## config.mk

```make
export PLATFORM = sky130hd
export DESIGN_NAME = reg64_bus_arbiter_flat
export DESIGN_NICKNAME = d
export VERILOG_FILES = /design/src/rtl/reg64_bus_arbiter_pkg.sv /design/src/rtl/reg64_bus_arbiter_if.sv /design/src/rtl/reg64_bus_arbiter_rr.sv /design/src/rtl/reg64_bus_arbiter.sv /design/src/flat_wrapper.sv
export SDC_FILE = /design/constraint.sdc
export NUM_CORES = 1
export LEC_CHECK = 0
export BUFFER_PORTS_ARGS = -buffer_cell sky130_fd_sc_hd__buf_2
export CORE_AREA = 10 10 174 176
export DETAILED_ROUTE_END_ITERATION = 12
export DIE_AREA = 0 0 184 186
export HOLD_SLACK_MARGIN = 0.15
export PLACE_DENSITY = 0.68
export SLEW_MARGIN = 20
export SYNTH_ARGS = -nofsm -noshare
export SYNTH_HDL_FRONTEND = slang
export SYNTH_SLANG_ARGS = --single-unit
```

## constraint.sdc

```tcl
create_clock -name clock -period 4.8 [get_ports clock]
set_input_delay 0.96 -clock clock [delete_from_list [all_inputs] [get_ports clock]]
set_output_delay 0.96 -clock clock [all_outputs]
set_load 0.05 [all_outputs]
```

## src/rtl/reg64_bus_arbiter_pkg.sv

```systemverilog
// reg_arb_pkg: shared FSM state type and default sizes for the register arbiter.
package reg_arb_pkg;
    typedef enum logic [1:0] {IDLE, WRITE, READ, RESP} state_t;
    localparam int NUM_REQ_DEFAULT    = 4;
    localparam int DATA_WIDTH_DEFAULT = 64;
endpackage

```

## src/rtl/reg64_bus_arbiter_if.sv

```systemverilog
// reg64_bus_arbiter_if: requester handshake and shared-register bus signals.
interface reg64_bus_arbiter_if
    import reg_arb_pkg::*;
#(
    parameter int NUM_REQ    = NUM_REQ_DEFAULT,
    parameter int DATA_WIDTH = DATA_WIDTH_DEFAULT
);
    logic [NUM_REQ-1:0]            req_valid;
    logic [NUM_REQ-1:0]            req_write;
    logic [NUM_REQ*DATA_WIDTH-1:0] req_wdata;
    logic [NUM_REQ-1:0]            req_ready;
    logic [NUM_REQ-1:0]            rsp_valid;
    logic [DATA_WIDTH-1:0]         rsp_rdata;
    logic [DATA_WIDTH-1:0]         reg_in_data;
    logic                          reg_input_enable;
    logic                          reg_output_enable;
    logic [DATA_WIDTH-1:0]         reg_out_data;
    logic                          busy;
    modport master (
        output req_valid, req_write, req_wdata, reg_out_data,
        input  req_ready, rsp_valid, rsp_rdata, reg_in_data, reg_input_enable, reg_output_enable, busy
    );
    modport slave (
        input  req_valid, req_write, req_wdata, reg_out_data,
        output req_ready, rsp_valid, rsp_rdata, reg_in_data, reg_input_enable, reg_output_enable, busy
    );
endinterface

```

## src/rtl/reg64_bus_arbiter_rr.sv

```systemverilog
// rr_arbiter: picks the first active request at or after pointer, wrapping around.
module rr_arbiter #(
    parameter int NUM_REQ = 4,
    parameter int IW      = (NUM_REQ > 1) ? $clog2(NUM_REQ) : 1
) (
    input  logic [NUM_REQ-1:0] req,
    input  logic [IW-1:0]      pointer,
    output logic [NUM_REQ-1:0] grant_onehot,
    output logic [IW-1:0]      grant_idx,
    output logic               any_grant
);
    logic [IW-1:0] idx;
    always_comb begin
        grant_onehot = '0;
        grant_idx    = '0;
        any_grant    = 1'b0;
        idx          = '0;
        for (int k = 0; k < NUM_REQ; k++) begin
            idx = IW'((int'(pointer) + k) % NUM_REQ);
            if (!any_grant && req[idx]) begin
                any_grant         = 1'b1;
                grant_idx         = idx;
                grant_onehot[idx] = 1'b1;
            end
        end
    end
endmodule

```

## src/rtl/reg64_bus_arbiter.sv

```systemverilog
// reg64_bus_arbiter: round-robin access of NUM_REQ requesters to one shared register.
// Every control output is a flop loaded from the next state, so enables never glitch.
module reg64_bus_arbiter
    import reg_arb_pkg::*;
#(
    parameter int NUM_REQ    = NUM_REQ_DEFAULT,
    parameter int DATA_WIDTH = DATA_WIDTH_DEFAULT
) (
    input logic               clock,
    input logic               clear_n,
    reg64_bus_arbiter_if.slave bus
);
    localparam int IW = (NUM_REQ > 1) ? $clog2(NUM_REQ) : 1;

    state_t                state_q, state_d;
    logic [IW-1:0]         ptr_q, ptr_d;
    logic [NUM_REQ-1:0]    sel_q, sel_d;
    logic [NUM_REQ-1:0]    ready_q, ready_d, rsp_valid_q, rsp_valid_d;
    logic                  we_q, we_d, oe_q, oe_d, busy_q, busy_d;
    logic [DATA_WIDTH-1:0] in_data_q, in_data_d, rdata_q, rdata_d;
    logic [NUM_REQ-1:0]    g_onehot;
    logic [IW-1:0]         g_idx;
    logic                  g_any;

    rr_arbiter #(.NUM_REQ(NUM_REQ), .IW(IW)) u_rr (
        .req          (bus.req_valid),
        .pointer      (ptr_q),
        .grant_onehot (g_onehot),
        .grant_idx    (g_idx),
        .any_grant    (g_any)
    );

    always_comb begin
        state_d   = state_q;
        ptr_d     = ptr_q;
        sel_d     = sel_q;
        in_data_d = in_data_q;
        rdata_d   = rdata_q;
        unique case (state_q)
            IDLE: if (g_any) begin
                state_d = bus.req_write[g_idx] ? WRITE : READ;
                ptr_d   = (g_idx == IW'(NUM_REQ - 1)) ? '0 : g_idx + 1'b1;
                sel_d   = g_onehot;
                if (bus.req_write[g_idx])
                    in_data_d = bus.req_wdata[g_idx*DATA_WIDTH +: DATA_WIDTH];
            end
            WRITE: state_d = IDLE;
            READ: begin
                state_d = RESP;
                rdata_d = bus.reg_out_data;
            end
            RESP:  state_d = IDLE;
            default: state_d = IDLE;
        endcase
        ready_d     = (state_d == WRITE || state_d == READ) ? sel_d : '0;
        rsp_valid_d = (state_d == RESP) ? sel_d : '0;
        we_d        = state_d == WRITE;
        oe_d        = state_d == READ;
        busy_d      = state_d != IDLE;
    end

    always_ff @(posedge clock or negedge clear_n) begin
        if (!clear_n) begin
            state_q     <= IDLE;
            ptr_q       <= '0;
            sel_q       <= '0;
            ready_q     <= '0;
            rsp_valid_q <= '0;
            we_q        <= 1'b0;
            oe_q        <= 1'b0;
            busy_q      <= 1'b0;
            in_data_q   <= '0;
            rdata_q     <= '0;
        end else begin
            state_q     <= state_d;
            ptr_q       <= ptr_d;
            sel_q       <= sel_d;
            ready_q     <= ready_d;
            rsp_valid_q <= rsp_valid_d;
            we_q        <= we_d;
            oe_q        <= oe_d;
            busy_q      <= busy_d;
            in_data_q   <= in_data_d;
            rdata_q     <= rdata_d;
        end
    end

    assign bus.req_ready         = ready_q;
    assign bus.rsp_valid         = rsp_valid_q;
    assign bus.rsp_rdata         = rdata_q;
    assign bus.reg_in_data       = in_data_q;
    assign bus.reg_input_enable  = we_q;
    assign bus.reg_output_enable = oe_q;
    assign bus.busy              = busy_q;
endmodule
```

## src/flat_wrapper.sv

```systemverilog
// flat-port wrapper written by rule: the top's interface ports become plain ports
module reg64_bus_arbiter_flat import reg_arb_pkg::*;
#(
    parameter int NUM_REQ    = NUM_REQ_DEFAULT,
    parameter int DATA_WIDTH = DATA_WIDTH_DEFAULT
)
  (clock, clear_n, bus_req_valid, bus_req_write, bus_req_wdata, bus_reg_out_data, bus_req_ready, bus_rsp_valid, bus_rsp_rdata, bus_reg_in_data, bus_reg_input_enable, bus_reg_output_enable, bus_busy);
  reg64_bus_arbiter_if #(.NUM_REQ(NUM_REQ), .DATA_WIDTH(DATA_WIDTH)) bus_i ();
  input logic clock;
  input logic clear_n;
  input wire logic [$bits(bus_i.req_valid)-1:0] bus_req_valid;
  input wire logic [$bits(bus_i.req_write)-1:0] bus_req_write;
  input wire logic [$bits(bus_i.req_wdata)-1:0] bus_req_wdata;
  input wire logic [$bits(bus_i.reg_out_data)-1:0] bus_reg_out_data;
  output wire logic [$bits(bus_i.req_ready)-1:0] bus_req_ready;
  output wire logic [$bits(bus_i.rsp_valid)-1:0] bus_rsp_valid;
  output wire logic [$bits(bus_i.rsp_rdata)-1:0] bus_rsp_rdata;
  output wire logic [$bits(bus_i.reg_in_data)-1:0] bus_reg_in_data;
  output wire logic [$bits(bus_i.reg_input_enable)-1:0] bus_reg_input_enable;
  output wire logic [$bits(bus_i.reg_output_enable)-1:0] bus_reg_output_enable;
  output wire logic [$bits(bus_i.busy)-1:0] bus_busy;
  assign bus_i.req_valid = bus_req_valid;
  assign bus_i.req_write = bus_req_write;
  assign bus_i.req_wdata = bus_req_wdata;
  assign bus_i.reg_out_data = bus_reg_out_data;
  assign bus_req_ready = bus_i.req_ready;
  assign bus_rsp_valid = bus_i.rsp_valid;
  assign bus_rsp_rdata = bus_i.rsp_rdata;
  assign bus_reg_in_data = bus_i.reg_in_data;
  assign bus_reg_input_enable = bus_i.reg_input_enable;
  assign bus_reg_output_enable = bus_i.reg_output_enable;
  assign bus_busy = bus_i.busy;
  reg64_bus_arbiter #(.NUM_REQ(NUM_REQ), .DATA_WIDTH(DATA_WIDTH)) u_core (.clock(clock), .clear_n(clear_n), .bus(bus_i));
endmodule
```

# [Yosys cells after proc, flatten, opt, wreduce, memory -nomap -nowiden]
# Index checks and enable logic that the tools add are counted.
[classes] addsub=4 n_lt_le_gt_ge=9 eq_ne=7 shifts=1 muxes=38 bitwise=3 reduce_logical=16
[op_table] cell="variable part select 256 x 9 -> 64 bit" n=1
[op_table] cell="two-way mux 4 bit" n=8
[op_table] cell="< comparator 2 x 3 -> 1 bit (second input constant)" n=5
[op_table] cell="two-way mux 2 bit" n=7
[op_table] cell="two-way mux 1 bit" n=13
[op_table] cell="OR 4 bit" n=3
[op_table] cell="binary-select mux 1 bit (select 2 bit)" n=5
[op_table] cell="equality test 2 bit (second input constant)" n=5
[op_table] cell="demux 1 bit (select 2 bit)" n=4
[op_table] cell=">= comparator 2 x 1 -> 1 bit (second input constant)" n=4
[op_table] cell="logical AND 1 bit" n=7
[op_table] cell="one-hot mux 2 bit (3 select lines)" n=1
[op_table] cell="adder 2 x 1 -> 2 bit (second input constant)" n=2
[op_table] cell="adder 2 bit (second input constant)" n=2
[op_table] cell="equality test 2 x 1 -> 1 bit (second input constant)" n=2
[op_table] cell="logical NOT 1 bit" n=3
[op_table] cell="AND reduction 3 bit" n=1
[op_table] cell="logical NOT 2 bit" n=1
[op_table] cell="AND reduction 2 bit" n=1
[op_table] cell="nonzero test 2 bit" n=1
[op_table] cell="OR reduction 2 bit" n=1
[op_table] cell="logical OR 1 bit" n=1
[word_totals] ff_bits=147 inputBits=330 out_inout_bits=139

# [Logic depth before layout (Yosys ltp)]
# Gate-level depths: netlist (run 1).
[depth] ltp_word=20 ltp_mapped=15

# [Modules after synthesis]
# Synthesis (run 1) repeated with hierarchy kept, for this count alone.
[unflattened] cells_unflattened=582 area_unflattened_um2=7738.7
[by_module_without_submodules] module="reg64_bus_arbiter" n_inst=1 cells_each=537 area_each_um2=7319.5 seq_area_each_um2=3678.5
[by_module_without_submodules] module="rr_arbiter" n_inst=1 cells_each=45 area_each_um2=419.2 seq_area_each_um2=0.0

# [Worst setup path after synthesis (run 1)]
# OpenSTA, ideal clock, no wires.
[synth_path] path_type="reg-to-reg" start="register u_core.ptr_q[0]" end="register u_core.ready_q[3] (netlist: u_core.bus.req_ready[3])" setup_time_ns=0.119 arrival_time_ns=3.597 setup_slack_ns=1.084 path_stages_with_launch=16 path_cell_list="dfrtp_1 -> buf_6 -> clkbuf_1 -> inv_1 -> ha_1 -> mux4_2 -> nor2b_4 -> nor2_1 -> mux2_2 -> o2bb2ai_2 -> nor2_4 -> buf_6 -> buf_8 -> nor2_1 -> ha_1 -> and2_1"
[synth_via] elab_chain_len=20 elab_cells_between_ends=63 classes_between="3 x add/sub; 8 x order compare; 2 x eq/ne; 36 x mux; 3 x bitwise; 11 x reduce/logical"
[synth_lines] element="start: declaration" line="reg64_bus_arbiter.sv:16" rtl="logic [IW-1:0] ptr_q, ptr_d;"
[synth_lines] element="start signal: assignment" line="reg64_bus_arbiter.sv:76" rtl="ptr_q <= ptr_d;"
[synth_lines] element="parallel branches: the longest is 19 deep, another holds adder 2 x 1 -> 2 bit"
[synth_lines] element="two-way mux 4 bit *" line="reg64_bus_arbiter.sv:55" rtl="ready_d = (state_d == WRITE || state_d == READ) ? sel_d : '0;"
[synth_lines] element="net u_core.ready_d[3]" line="reg64_bus_arbiter.sv:18" rtl="logic [NUM_REQ-1:0] ready_q, ready_d, rsp_valid_q, rsp_valid_d;"
[synth_lines] element="end signal: assignment" line="reg64_bus_arbiter.sv:78" rtl="ready_q <= ready_d;"
[synth_lines] element="end: declaration" line="reg64_bus_arbiter.sv:18"
# Mark *: on every way through the listed nets, which the timed path passes. The select of a mux whose other input is x is not followed.
# A chain may end at the register's enable or synchronous reset.

# [Worst setup path after layout (run 1)]
[layout_path] start="register u_core.ptr_q[1]" end="register u_core.in_data_q[6] (netlist: u_core.bus.reg_in_data[6])"
[layout_via] elab_chain_len=15 elab_cells_between_ends=29 classes_between="3 x add/sub; 1 x shift; 18 x mux; 7 x reduce/logical"
[layout_lines] element="parallel branches: the longest is 15 deep, another holds adder 2 x 1 -> 2 bit"
[layout_lines] element="end signal: assignment" line="reg64_bus_arbiter.sv:83" rtl="in_data_q <= in_data_d;"
[layout_lines] element="end: declaration" line="reg64_bus_arbiter.sv:20" rtl="logic [DATA_WIDTH-1:0] in_data_q, in_data_d, rdata_q, rdata_d;"
# Several ways; the timed one is not identified. The select of a mux whose other input is x is not followed.

==> summary.txt, run 1 <==
Final TNS setup: 0 ps
post-synthesis sequential area ratio: 44.3%
RSZ-0062 raised after global routing: false
fmax: 272 MHz
DRC viols: 0
Die Y: 186 um
Peak VDD IR: 0.512 mV
Synth Area in XOR/XNOR: 0.105%
Core Area: 0.0267 sq mm
worst hold path type: flop to flop
critical-path cell list: inv_1 > ha_1 > mux4_2 > nor2b_4 > nor2_1 > o21bai_4 > buf_12 > mux2i_1 > mux2i_1 > mux2_2
compound-gate portion of the synthesized area: 3.09%
proportion of layout cells with a drive suffix above 1: 59.8%
Post-CTS Resized: 0
CTS tree: yes
number of global-route vias before repair: 7420
CP Class: flop to flop
Synth Register Bits: 147
Worst Skew: 13.3 ps
clk slew on worst S/H paths: 80 ps
mux share of post-synthesis cell area: 43.9%
Avg WL per Cell: 21.0 um
CP required: 5100 ps
Top Ports: 469
ys flop type: dfrtp_1
Hold Crit Start: u_core.bus.reg_in_data[49]
Crit Reg-Reg Startpoint: u_core.ptr_q[1]
syn_area_per_cell: 13.3 sq um
post-DP HPWL: 24.5 mm
initial drt markers: 277
Max-Cap Viols: 0
Hold Buf Count CTS: 0
met3 Use GR: 7.51%
GRT overflow: 0
CTS root buf: clkbuf_16
initial antenna violation count: 6
combinational family with the most area after synthesis: multiplexers
CTS sink cnt: 147
Skew-Pair Late Insertion Delay: 410 ps
Final setup viols: 0
standard-cell rows: 60
met1 Use GR: 18.5%
final setup margin: 1130 ps
Total GRT Usage: 16.5%
Worst Setup End Kind: flop
post-route ant nets: 0
ys async rst share: 100%
Util after Layout: 43.1%
most frequent cell on the critical path: mux2i_1
post-route insts no fill: 1435
die area: 0.0342 sq mm
# fillers: 2563
placed insts: 1402
cells after synthesis: 625
Worst slew margin: 39.7%
status: finished clean
slowest cell delay on critical path: 620 ps
final-stage net count: 1420
most frequent cells in the layout: 467 x buf_2, 196 x mux2i_1, 147 x dfrtp_1, 92 x mux2_2, 38 x mux2_4
Arrival @ worst endpoint: 3970 ps
first drt pass iteration count: 4
Post-Syn Nets: 965
clock buffer depth: 2
post-synth cell types: 45
met2 Use GR: 28.0%
Synth Area in Simple Gates: 3.10%
Ys Warns: 0
number of flops mapped to enable cells by yosys: 0
Final Slew Violations: 0
total length of routed wires: 30.2 mm
I/O Buffers: 468
Crit Path Max Fanout: 47
H-tree depth: 4
most common cell after layout, fill and taps aside: buf_2
Initial Util: 31.1%
via count: 6790
first-pass GRT wire length: 43.9 mm
Worst-Margin Slew: 903 ps
DIE WIDTH: 184 um
Tmin final: 3670 ps
Adder-Cell Fraction of Synth Area: 1.51%
Placer Congestion: 0.847
power per standard cell area: 938 mW/mm^2
crit path launch: u_core.ptr_q[1]
pin count of the biggest net entering global routing: 88
routed vias/inst: 4.73
startpoint types: flop
post-CTS setup buffer count: 0
Area Growth Syn to Fin: 38.6%
fin crit share: 76.5%
critical path's slowest cell: mux4_2
GR peak layer: met2
Fin. Hold Viols: 0
Leak: 5.87 nW
Post-Syn Area: 0.00831 sq mm
TritonCTS buffer count: 17
pre-CTS WS: 1130 ps
stage by stage:
stage	hold WS, ps	cell area, sq um	total power [mW]
after floorplan	451	8310	8.03
after global placement	484	11000	9.46
after detailed placement	490	11000	9.59
after CTS	506	11500	11.0
after global routing	521	11500	11.4
final	502	11500	10.8
worst max-delay path, delay by kind of cell (launching register included):
family	cells	cell delay [ps]
muxes	4	1340
DFF	1	570
buffers and inverters	2	500
adders and majority gates	1	440
and+or+nand+nor	2	310
AOI/OAI and AO/OA	1	290
cell usage after synthesis (2+ instances only):
cell / instances / area, sq um
dfrtp_1: 147 / 3680
a21oi_1: 9 / 45.0
or3b_1: 2 / 17.5
mux2_4: 38 / 571
mux4_2: 3 / 67.6
clkbuf_1: 12 / 45.0
o21bai_1: 2 / 15.0
buf_1: 2 / 7.51
buf_4: 10 / 75.1
nand3b_1: 2 / 15.0
ha_1: 10 / 125
and2_1: 8 / 50.1
nor2_1: 5 / 18.8
a221o_1: 2 / 20.0
mux2i_1: 196 / 1960
nand2_1: 15 / 56.3
o21ai_0: 12 / 60.1
nor2b_1: 4 / 25.0
buf_2: 15 / 75.1
buf_6: 2 / 22.5
inv_1: 9 / 33.8
mux2_2: 92 / 1040
o22ai_1: 2 / 12.5
buf_12: 3 / 60.1
a22oi_1: 3 / 22.5
power by group:
group	internal, mW	switching [mW]	leakage, nW	total (mW)
combinational	2.79	4.49	3.85	7.28
clock	0.692	0.627	0.273	1.32
sequential	1.89	0.321	1.75	2.21
total	5.37	5.44	5.87	10.8
sequential cells by signal (all words and copies together), names as in the netlist, named ones only:
register	flops
u_core.bus.reg_output_enable	1
u_core.bus.reg_input_enable	1
u_core.bus.busy	1
u_core.sel_q	3
u_core.state_q	2
u_core.ptr_q	2
u_core.bus.reg_in_data	64
u_core.bus.rsp_rdata	64
u_core.bus.rsp_valid	4
u_core.bus.req_ready	4
layout make-up:
| type | instances | area, sq um | share of cell area (%) |
|---|---|---|---|
| diodes | 1 | 2.50 | 0.0217 |
| clock buffers | 18 | 429 | 3.73 |
| clock inverters | 14 | 138 | 1.19 |
| inverters | 9 | 33.8 | 0.293 |
| multi-input cells | 424 | 4330 | 37.6 |
| flip-flops and latches | 147 | 3680 | 31.9 |
| well taps | 341 | 427 | 3.70 |
| repair buffers | 481 | 2480 | 21.6 |
layer usage:
| metal | share of wire, % | routed length [um] |
|---|---|---|
| met1 | 38 | 11400 |
| met3 | 11 | 3290 |
| met4 | 1.3 | 392 |
| met2 | 50 | 15100 |
| met5 | 0.18 | 55 |
final timing paths:
kind,to,slack [ps],depth (start not counted)
max reg2reg,u_core.bus.reg_in_data[6],1130,10
min reg2reg,u_core.bus.reg_in_data[49],500,1
min,u_core.bus.reg_in_data[49],500,1
min in group asynchronous,u_core.bus.reg_in_data[20],590,1
max in group asynchronous,u_core.bus.reg_in_data[54],3150,2
max,u_core.bus.reg_in_data[6],1130,10
cell families after synthesis:
kind of cell	after synthesis
XOR/XNOR	1
AND/OR/NAND/NOR	45
multiplexers	330
adder cells (fa/ha/maj)	10
flip-flops	147
buffers and inverters	54
AO/OA/AOI/OAI	38
Note: power is estimated with default switching activity, not from simulation.
==> run 2: changes to the inputs <==
==> constraint.sdc (replaced) <==
create_clock -name clock -period 3.6 [get_ports clock]
set_input_delay 0.72 -clock clock [delete_from_list [all_inputs] [get_ports clock]]
set_output_delay 0.72 -clock clock [all_outputs]
set_load 0.05 [all_outputs]
==> run 2 against run 1 <==
Effect of this change: count of clock-buffer cells in the layout unchanged; routed wire length grew 2.2%; largest cell class unchanged; via count rose by 0.74%; non-clock buffer count is 5 higher; combinational power increased by 35%; largest power group unchanged; sequential share of layout area down 0.38 points.
==> summary.txt, run 2 (synthesis gave the netlist of run 1 again) <==
CTS root buf: clkbuf_16 (unchanged)
fin crit share: 94.2% (was 76.5%)
Tmin final: 3390 ps (was 3670 ps)
final-stage net count: 1425 (was 1420)
Placer Congestion: 0.793 (was 0.847)
Switching Fraction: 49.7% (was 50.3%)
slowest cell delay on critical path: 630 ps (was 620 ps)
Worst Skew: 14.1 ps (was 13.3 ps)
Final TNS setup: 0 ps (unchanged)
Post-CTS Resized: 0 (unchanged)
critical path's slowest cell: mux4_2 (unchanged)
Die Y: 186 um (unchanged)
Peak VDD IR: 0.774 mV (was 0.512 mV)
Overall Power: 14.8 mW (was 10.8 mW)
Avg WL per Cell: 21.4 um (was 21.0 um)
Skew-Pair Late Insertion Delay: 430 ps (was 410 ps)
Worst slew margin: 60.1% (was 39.7%)
Total GRT Usage: 17.1% (was 16.5%)
Cell Int Power: 7.42 mW (was 5.37 mW)
post-DP HPWL: 24.8 mm (was 24.5 mm)
GR peak layer: met2 (unchanged)
Core Area: 0.0267 sq mm (unchanged)
I/O Buffers: 468 (unchanged)
Crit Path Max Fanout: 6 (was 47)
fmax: 295 MHz (was 272 MHz)
first drt pass iteration count: 4 (unchanged)
Area Growth Syn to Fin: 40.3% (was 38.6%)
CTS sink cnt: 147 (unchanged)
Worst Setup End Kind: flop (unchanged)
proportion of layout cells with a drive suffix above 1: 60.1% (was 59.8%)
final instance area: 0.0117 sq mm (was 0.0115 sq mm)
via count: 6840 (was 6790)
CP top delay family: compound AO/OA/AOI/OAI gates (was multiplexers)
Max-Cap Viols: 0 (unchanged)
P_sw: 7.35 mW (was 5.44 mW)
Hold Buf Count CTS: 0 (unchanged)
RSZ-0062 raised after global routing: false (unchanged)
pin count of the biggest net entering global routing: 66 (was 88)
met1 Use GR: 18.6% (was 18.5%)
share of power burned in registers: 19.9% (was 20.4%)
CTS tree: yes (unchanged)
die area: 0.0342 sq mm (unchanged)
CP required: 3910 ps (was 5100 ps)
Final setup viols: 0 (unchanged)
Leak: 5.95 nW (was 5.87 nW)
Arrival @ worst endpoint: 3700 ps (was 3970 ps)
met3 Use GR: 8.38% (was 7.51%)
Top Ports: 469 (unchanged)
met2 Use GR: 28.8% (was 28.0%)
most frequent cells in the layout: 467 x buf_2, 196 x mux2i_1, 147 x dfrtp_1, 92 x mux2_2, 38 x mux2_4 (unchanged)
critical-path cell list: inv_1 > ha_1 > mux4_2 > inv_1 > a21oi_1 > a221o_1 > o2bb2ai_2 > a21oi_1 > or2_2 > ha_1 > and2_1 (was inv_1 > ha_1 > mux4_2 > nor2b_4 > nor2_1 > o21bai_4 > buf_12 > mux2i_1 > mux2i_1 > mux2_2)
worst hold path type: input pin to asynchronous set/reset pin (was flop to flop)
DRC viols: 0 (unchanged)
first-pass GRT wire length: 45.2 mm (was 43.9 mm)
GRT overflow: 0 (unchanged)
H-tree depth: 4 (unchanged)
CP Class: flop to flop (unchanged)
most common cell after layout, fill and taps aside: buf_2 (unchanged)
clk slew on worst S/H paths: 70 ps (was 80 ps)
CP Buf/Inv Count: 2 (unchanged)
clock buffer depth: 2 (unchanged)
Placed Area: 0.0110 sq mm (about the same)
power per standard cell area: 1270 mW/mm^2 (was 938 mW/mm^2)
Final Slew Violations: 0 (unchanged)
Worst-Margin Slew: 597 ps (was 903 ps)
DIE WIDTH: 184 um (unchanged)
Comb pwr share: 66.8% (was 67.4%)
TritonCTS buffer count: 17 (unchanged)
startpoint types: flop (unchanged)
number of global-route vias before repair: 7438 (was 7420)
post-CTS setup buffer count: 0 (unchanged)
post-route ant nets: 0 (unchanged)
Fin. Hold Viols: 0 (unchanged)
initial antenna violation count: 6 (unchanged)
clock share of power: 13.3% (was 12.2%)
initial drt markers: 218 (was 277)
total length of routed wires: 30.8 mm (was 30.2 mm)
standard-cell rows: 60 (unchanged)
status: finished clean (unchanged)
routed vias/inst: 4.74 (was 4.73)
Initial Util: 31.1% (unchanged)
## run 2: changes by cell type in the layout (fill, tap and decap cells not counted), sizes merged
cell	delta
buf	+5
bufinv	+2
diode	+2
clkinvlp	-1
inv	-1
## run 2: through the flow
stage	setup slack, ps	cells	hold WS, ps	utilization [%]
after global placement	231	1407	485	41.3
after detailed placement	169	1407	490	41.3
final	208	1442	277	43.6
after CTS	225	1439	283	43.6
after floorplan	12.2	625	424	-
after global routing	20.2	1441	300	43.6
## run 2: path summary, 6_finish.rpt
check,start,to,slack [ps],cells past startpoint
min reg2reg,u_core.bus.rsp_rdata[5],u_core.bus.rsp_rdata[5],500,1
min in group clock,u_core.bus.rsp_rdata[5],u_core.bus.rsp_rdata[5],500,1
max in group asynchronous,clear_n,u_core.bus.rsp_rdata[18],2500,2
max reg2reg,u_core.ptr_q[0],u_core.bus.req_ready[0],210,11
min,clear_n,u_core.bus.reg_in_data[21],280,1
max,u_core.ptr_q[0],u_core.bus.req_ready[0],210,11
## run 2: power by group through the flow
stage                     Clock [mW]  Combinational (mW)  Sequential [mW]
after floorplan                    0                5.04             5.67
after global placement             0                9.79             2.93
after detailed placement           0                9.94             2.96
after CTS                       2.01                9.95             2.95
after global routing            2.09                10.4             3.06
final                           1.96                9.86             2.95
## run 2: routing by layer
| layer | vias to the layer above | part of all wire, % |
|---|---|---|
| met2 | 311 | 50 |
| met4 | 6 | 1.6 |
| met1 | 3302 | 37 |
| li1 | 3195 | - |
| met3 | 26 | 11 |
| met5 | - | 0.11 |
## run 2: cell type report
class / count / area (sq um)
fill: 2535 / 15100
multi-input combinational: 424 / 4330
sequential: 147 / 3680
timing repair buffer: 486 / 2560
clock buffer: 18 / 439
tap: 341 / 427
clock inverter: 14 / 186
inverter: 9 / 33.8
antenna: 3 / 7.51
## run 2: worst register-to-register path, delay by kind of cell, from the launching register on
family                     cells  cell delay, ps
AOI/OAI and AO/OA              4             780
adders and majority gates      2             770
buffers and inverters          2             280
DFF                            1             350
muxes                          1             630
and+or+nand+nor                2             460
==> run 3: changes to the inputs <==
--- a/config.mk
+++ b/config.mk
@@ -5,12 +5,14 @@
 export SDC_FILE = /design/constraint.sdc
 export NUM_CORES = 1
 export LEC_CHECK = 0
+export ABC_AREA = 1
 export BUFFER_PORTS_ARGS = -buffer_cell sky130_fd_sc_hd__buf_2
-export CORE_AREA = 10 10 174 176
+export CORE_AREA = 10 10 176 178
 export DETAILED_ROUTE_END_ITERATION = 12
-export DIE_AREA = 0 0 184 186
+export DIE_AREA = 0 0 186 188
 export HOLD_SLACK_MARGIN = 0.15
-export PLACE_DENSITY = 0.68
+export PLACE_DENSITY = 0.71
+export SETUP_SLACK_MARGIN = 0.05
 export SLEW_MARGIN = 20
 export SYNTH_ARGS = -nofsm -noshare
 export SYNTH_HDL_FRONTEND = slang
==> run 3 against run 2 <==
Effect of this change: critical path depth is 5 higher; synthesized cell count up 140%; non-clock buffer count is 3 lower; maximum frequency is 2.4% higher; register-to-register slack improved by 80 ps.
==> summary.txt, run 3 <==
Util after Layout: 46.2% (was 43.6%)
initial antenna violation count: 3 (was 6)
Post-CTS Resized: 0 (unchanged)
initial drt markers: 835 (was 218)
compound-gate portion of the synthesized area: 1.21% (was 3.09%)
Post-Syn Nets: 1819 (was 965)
RSZ-0062 raised after global routing: false (unchanged)
via count: 10720 (was 6840)
Total GRT Usage: 21.0% (was 17.1%)
clk slew on worst S/H paths: 80 ps (was 70 ps)
Fin. Hold Viols: 0 (unchanged)
worst hold path type: input pin to asynchronous set/reset pin (unchanged)
cells on worst reg2reg path: 16 (was 11)
CP Class: flop to flop (unchanged)
Worst slew margin: 39.0% (was 60.1%)
most frequent cells in the layout: 557 x nand2_1, 467 x buf_2, 334 x nand3_1, 278 x inv_1, 146 x dfrtp_1 (was 467 x buf_2, 196 x mux2i_1, 147 x dfrtp_1, 92 x mux2_2, 38 x mux2_4)
Post-Syn Area: 0.00949 sq mm (was 0.00831 sq mm)
Crit Reg-Reg Startpoint: u_core.ptr_q[1] (was u_core.ptr_q[0])
most common cell after layout, fill and taps aside: nand2_1 (was buf_2)
Worst Setup End Kind: flop (unchanged)
Top Ports: 469 (unchanged)
I/O Buffers: 468 (unchanged)
CTS tree: yes (unchanged)
CP required: 3920 ps (was 3910 ps)
top cells by count, synth: 559 x nand2_1, 335 x nand3_1, 279 x inv_1 (was 196 x mux2i_1, 147 x dfrtp_1, 92 x mux2_2)
Die Y: 188 um (was 186 um)
first-pass GRT wire length: 57.8 mm (was 45.2 mm)
Yosys top cell by area: dfrtp_1 (unchanged)
post-route ant nets: 0 (unchanged)
routed vias/inst: 4.76 (was 4.74)
Core Area: 0.0275 sq mm (was 0.0267 sq mm)
syn_area_per_cell: 6.41 sq um (was 13.3 sq um)
CTS sink cnt: 147 (unchanged)
status: finished clean (unchanged)
Synth top area share: 38.8% (was 44.3%)
reg-to-reg slack, setup: 290 ps (was 210 ps)
number of global-route vias before repair: 10180 (was 7438)
clock buffer depth: 2 (unchanged)
mux share of post-synthesis cell area: 0% (was 43.9%)
TritonCTS buffer count: 17 (unchanged)
first drt pass iteration count: 6 (was 4)
proportion of layout cells with a drive suffix above 1: 28.6% (was 60.1%)
CTS root buf: clkbuf_16 (unchanged)
total length of routed wires: 38.7 mm (was 30.8 mm)
top-count cell post-synth: nand2_1 (was mux2i_1)
DRC viols: 0 (unchanged)
Tmin final: 3310 ps (was 3390 ps)
number of flops mapped to enable cells by yosys: 0 (unchanged)
fmax: 302 MHz (was 295 MHz)
H-tree depth: 4 (unchanged)
Synth Register Bits: 147 (unchanged)
final-stage net count: 2230 (was 1425)
Final TNS setup: 0 ps (unchanged)
post-DP HPWL: 28.7 mm (was 24.8 mm)
Max-Cap Viols: 0 (unchanged)
pin count of the biggest net entering global routing: 109 (was 66)
Adder-Cell Fraction of Synth Area: 1.32% (was 1.51%)
Crit Path Max Fanout: 25 (was 6)
post-synthesis sequential area ratio: 38.8% (was 44.3%)
Ys Warns: 0 (unchanged)
ranking of synthesized cells by area: dfrtp_1 39%, nand2_1 22%, nand3_1 18%, inv_1 11%, buf_2 2.8% (was dfrtp_1 44%, mux2i_1 24%, mux2_2 12%, mux2_4 6.9%, ha_1 1.5%)
die area: 0.0350 sq mm (was 0.0342 sq mm)
worst r2r dst: u_core.bus.req_ready[2] (was u_core.bus.req_ready[0])
Initial Util: 34.5% (was 31.1%)
Skew-Pair Late Insertion Delay: 420 ps (was 430 ps)
GRT overflow: 0 (unchanged)
Placed Area: 0.0120 sq mm (was 0.0110 sq mm)
combinational family with the most area after synthesis: simple AND/OR/NAND/NOR gates (was multiplexers)
Worst Skew: 17.3 ps (was 14.1 ps)
hold slack: 317 ps (was 277 ps)
DIE WIDTH: 186 um (was 184 um)
Hold Buf Count CTS: 0 (unchanged)
post-CTS setup buffer count: 0 (unchanged)
Arrival @ worst endpoint: 3640 ps (was 3700 ps)
Worst-Margin Slew: 915 ps (was 597 ps)
ys async rst share: 100% (unchanged)
ys flop type: dfrtp_1 (unchanged)
Final Slew Violations: 0 (unchanged)
cells after synthesis: 1479 (was 625)
fin crit share: 92.1% (was 94.2%)
Synth Area in XOR/XNOR: 0.0923% (was 0.105%)
final instance area: 0.0127 sq mm (was 0.0117 sq mm)
Area Growth Syn to Fin: 33.8% (was 40.3%)
Avg WL per Cell: 17.2 um (was 21.4 um)
# fillers: 2871 (was 2535)
Placer Congestion: 0.923 (was 0.793)
standard-cell rows: 61 (was 60)
Synth Area in Simple Gates: 42.3% (was 3.10%)
Final setup viols: 0 (unchanged)
post-synth cell types: 30 (was 45)
startpoint types: flop (unchanged)
run 3: stage by stage:
stage / setup WS (ps) / std cells
2_1_floorplan: 901 / 1479
3_3_place_gp: 404 / 2216
3_5_place_dp: 252 / 2216
4_1_cts: 246 / 2248
5_1_grt: 60.4 / 2252
6_report: 286 / 2253
run 3: layout make-up:
cell class | instances | area, sq um | area share, %
Clock inverter | 15 | 199 | 1.57
Tap cell | 346 | 433 | 3.41
Clock buffer | 17 | 425 | 3.35
Timing Repair Buffer | 483 | 2550 | 20.1
Inverter | 283 | 1070 | 8.44
Multi-Input combinational cell | 958 | 4320 | 34.1
Antenna cell | 4 | 10.0 | 0.0789
Sequential cell | 147 | 3680 | 29.0
run 3: worst max-delay path, stage by stage, from the launching register on:
cell     delay, ps
dfrtp_2        480
inv_2          110
ha_2           490
nand3_1        180
nand2_4        170
nor2_4          70
nor2_1         300
nand2_8        190
nand2_4        150
nand2_1         70
nand3_1        140
nand3_1        110
nand2_1        110
inv_1           80
ha_1           290
inv_1           70
nor3b_1        200
run 3: worst max path at each step:
| stage | startpoint | to | slack [ps] | cells after the start |
|---|---|---|---|---|
| floorplan | u_core.ptr_q[0] | u_core.bus.req_ready[0] | 900 | 19 |
| global placement | u_core.ptr_q[1] | u_core.bus.req_ready[2] | 400 | 13 |
| detailed placement | u_core.ptr_q[1] | u_core.bus.req_ready[0] | 250 | 14 |
| CTS | u_core.ptr_q[1] | u_core.bus.req_ready[2] | 250 | 14 |
| global route | u_core.ptr_q[1] | u_core.bus.req_ready[2] | 60 | 16 |
| finish | u_core.ptr_q[1] | u_core.bus.req_ready[2] | 290 | 16 |
run 3: kinds of logic (layout without fill, tap and decap cells):
kind of cell,after synthesis,count (layout)
buf+inv,375,798
other cells,0,4
xor+xnor,1,1
flops,147,147
compound gates,21,22
simple gates,925,925
fa+ha+maj,10,10
run 3: layer usage:
metal  share of wire, %  track usage, %  vias up
met2                 49            35.5      449
met1                 40            25.7     4925
met4                2.5            6.42        0
met5                  0               0        -
li1                   -               -     5299
met3                8.4            4.72       47
Power of run 3 is left out: the tool's default activity adds up to more than one toggle a clock period on the data nets, which glitch-free logic cannot reach.
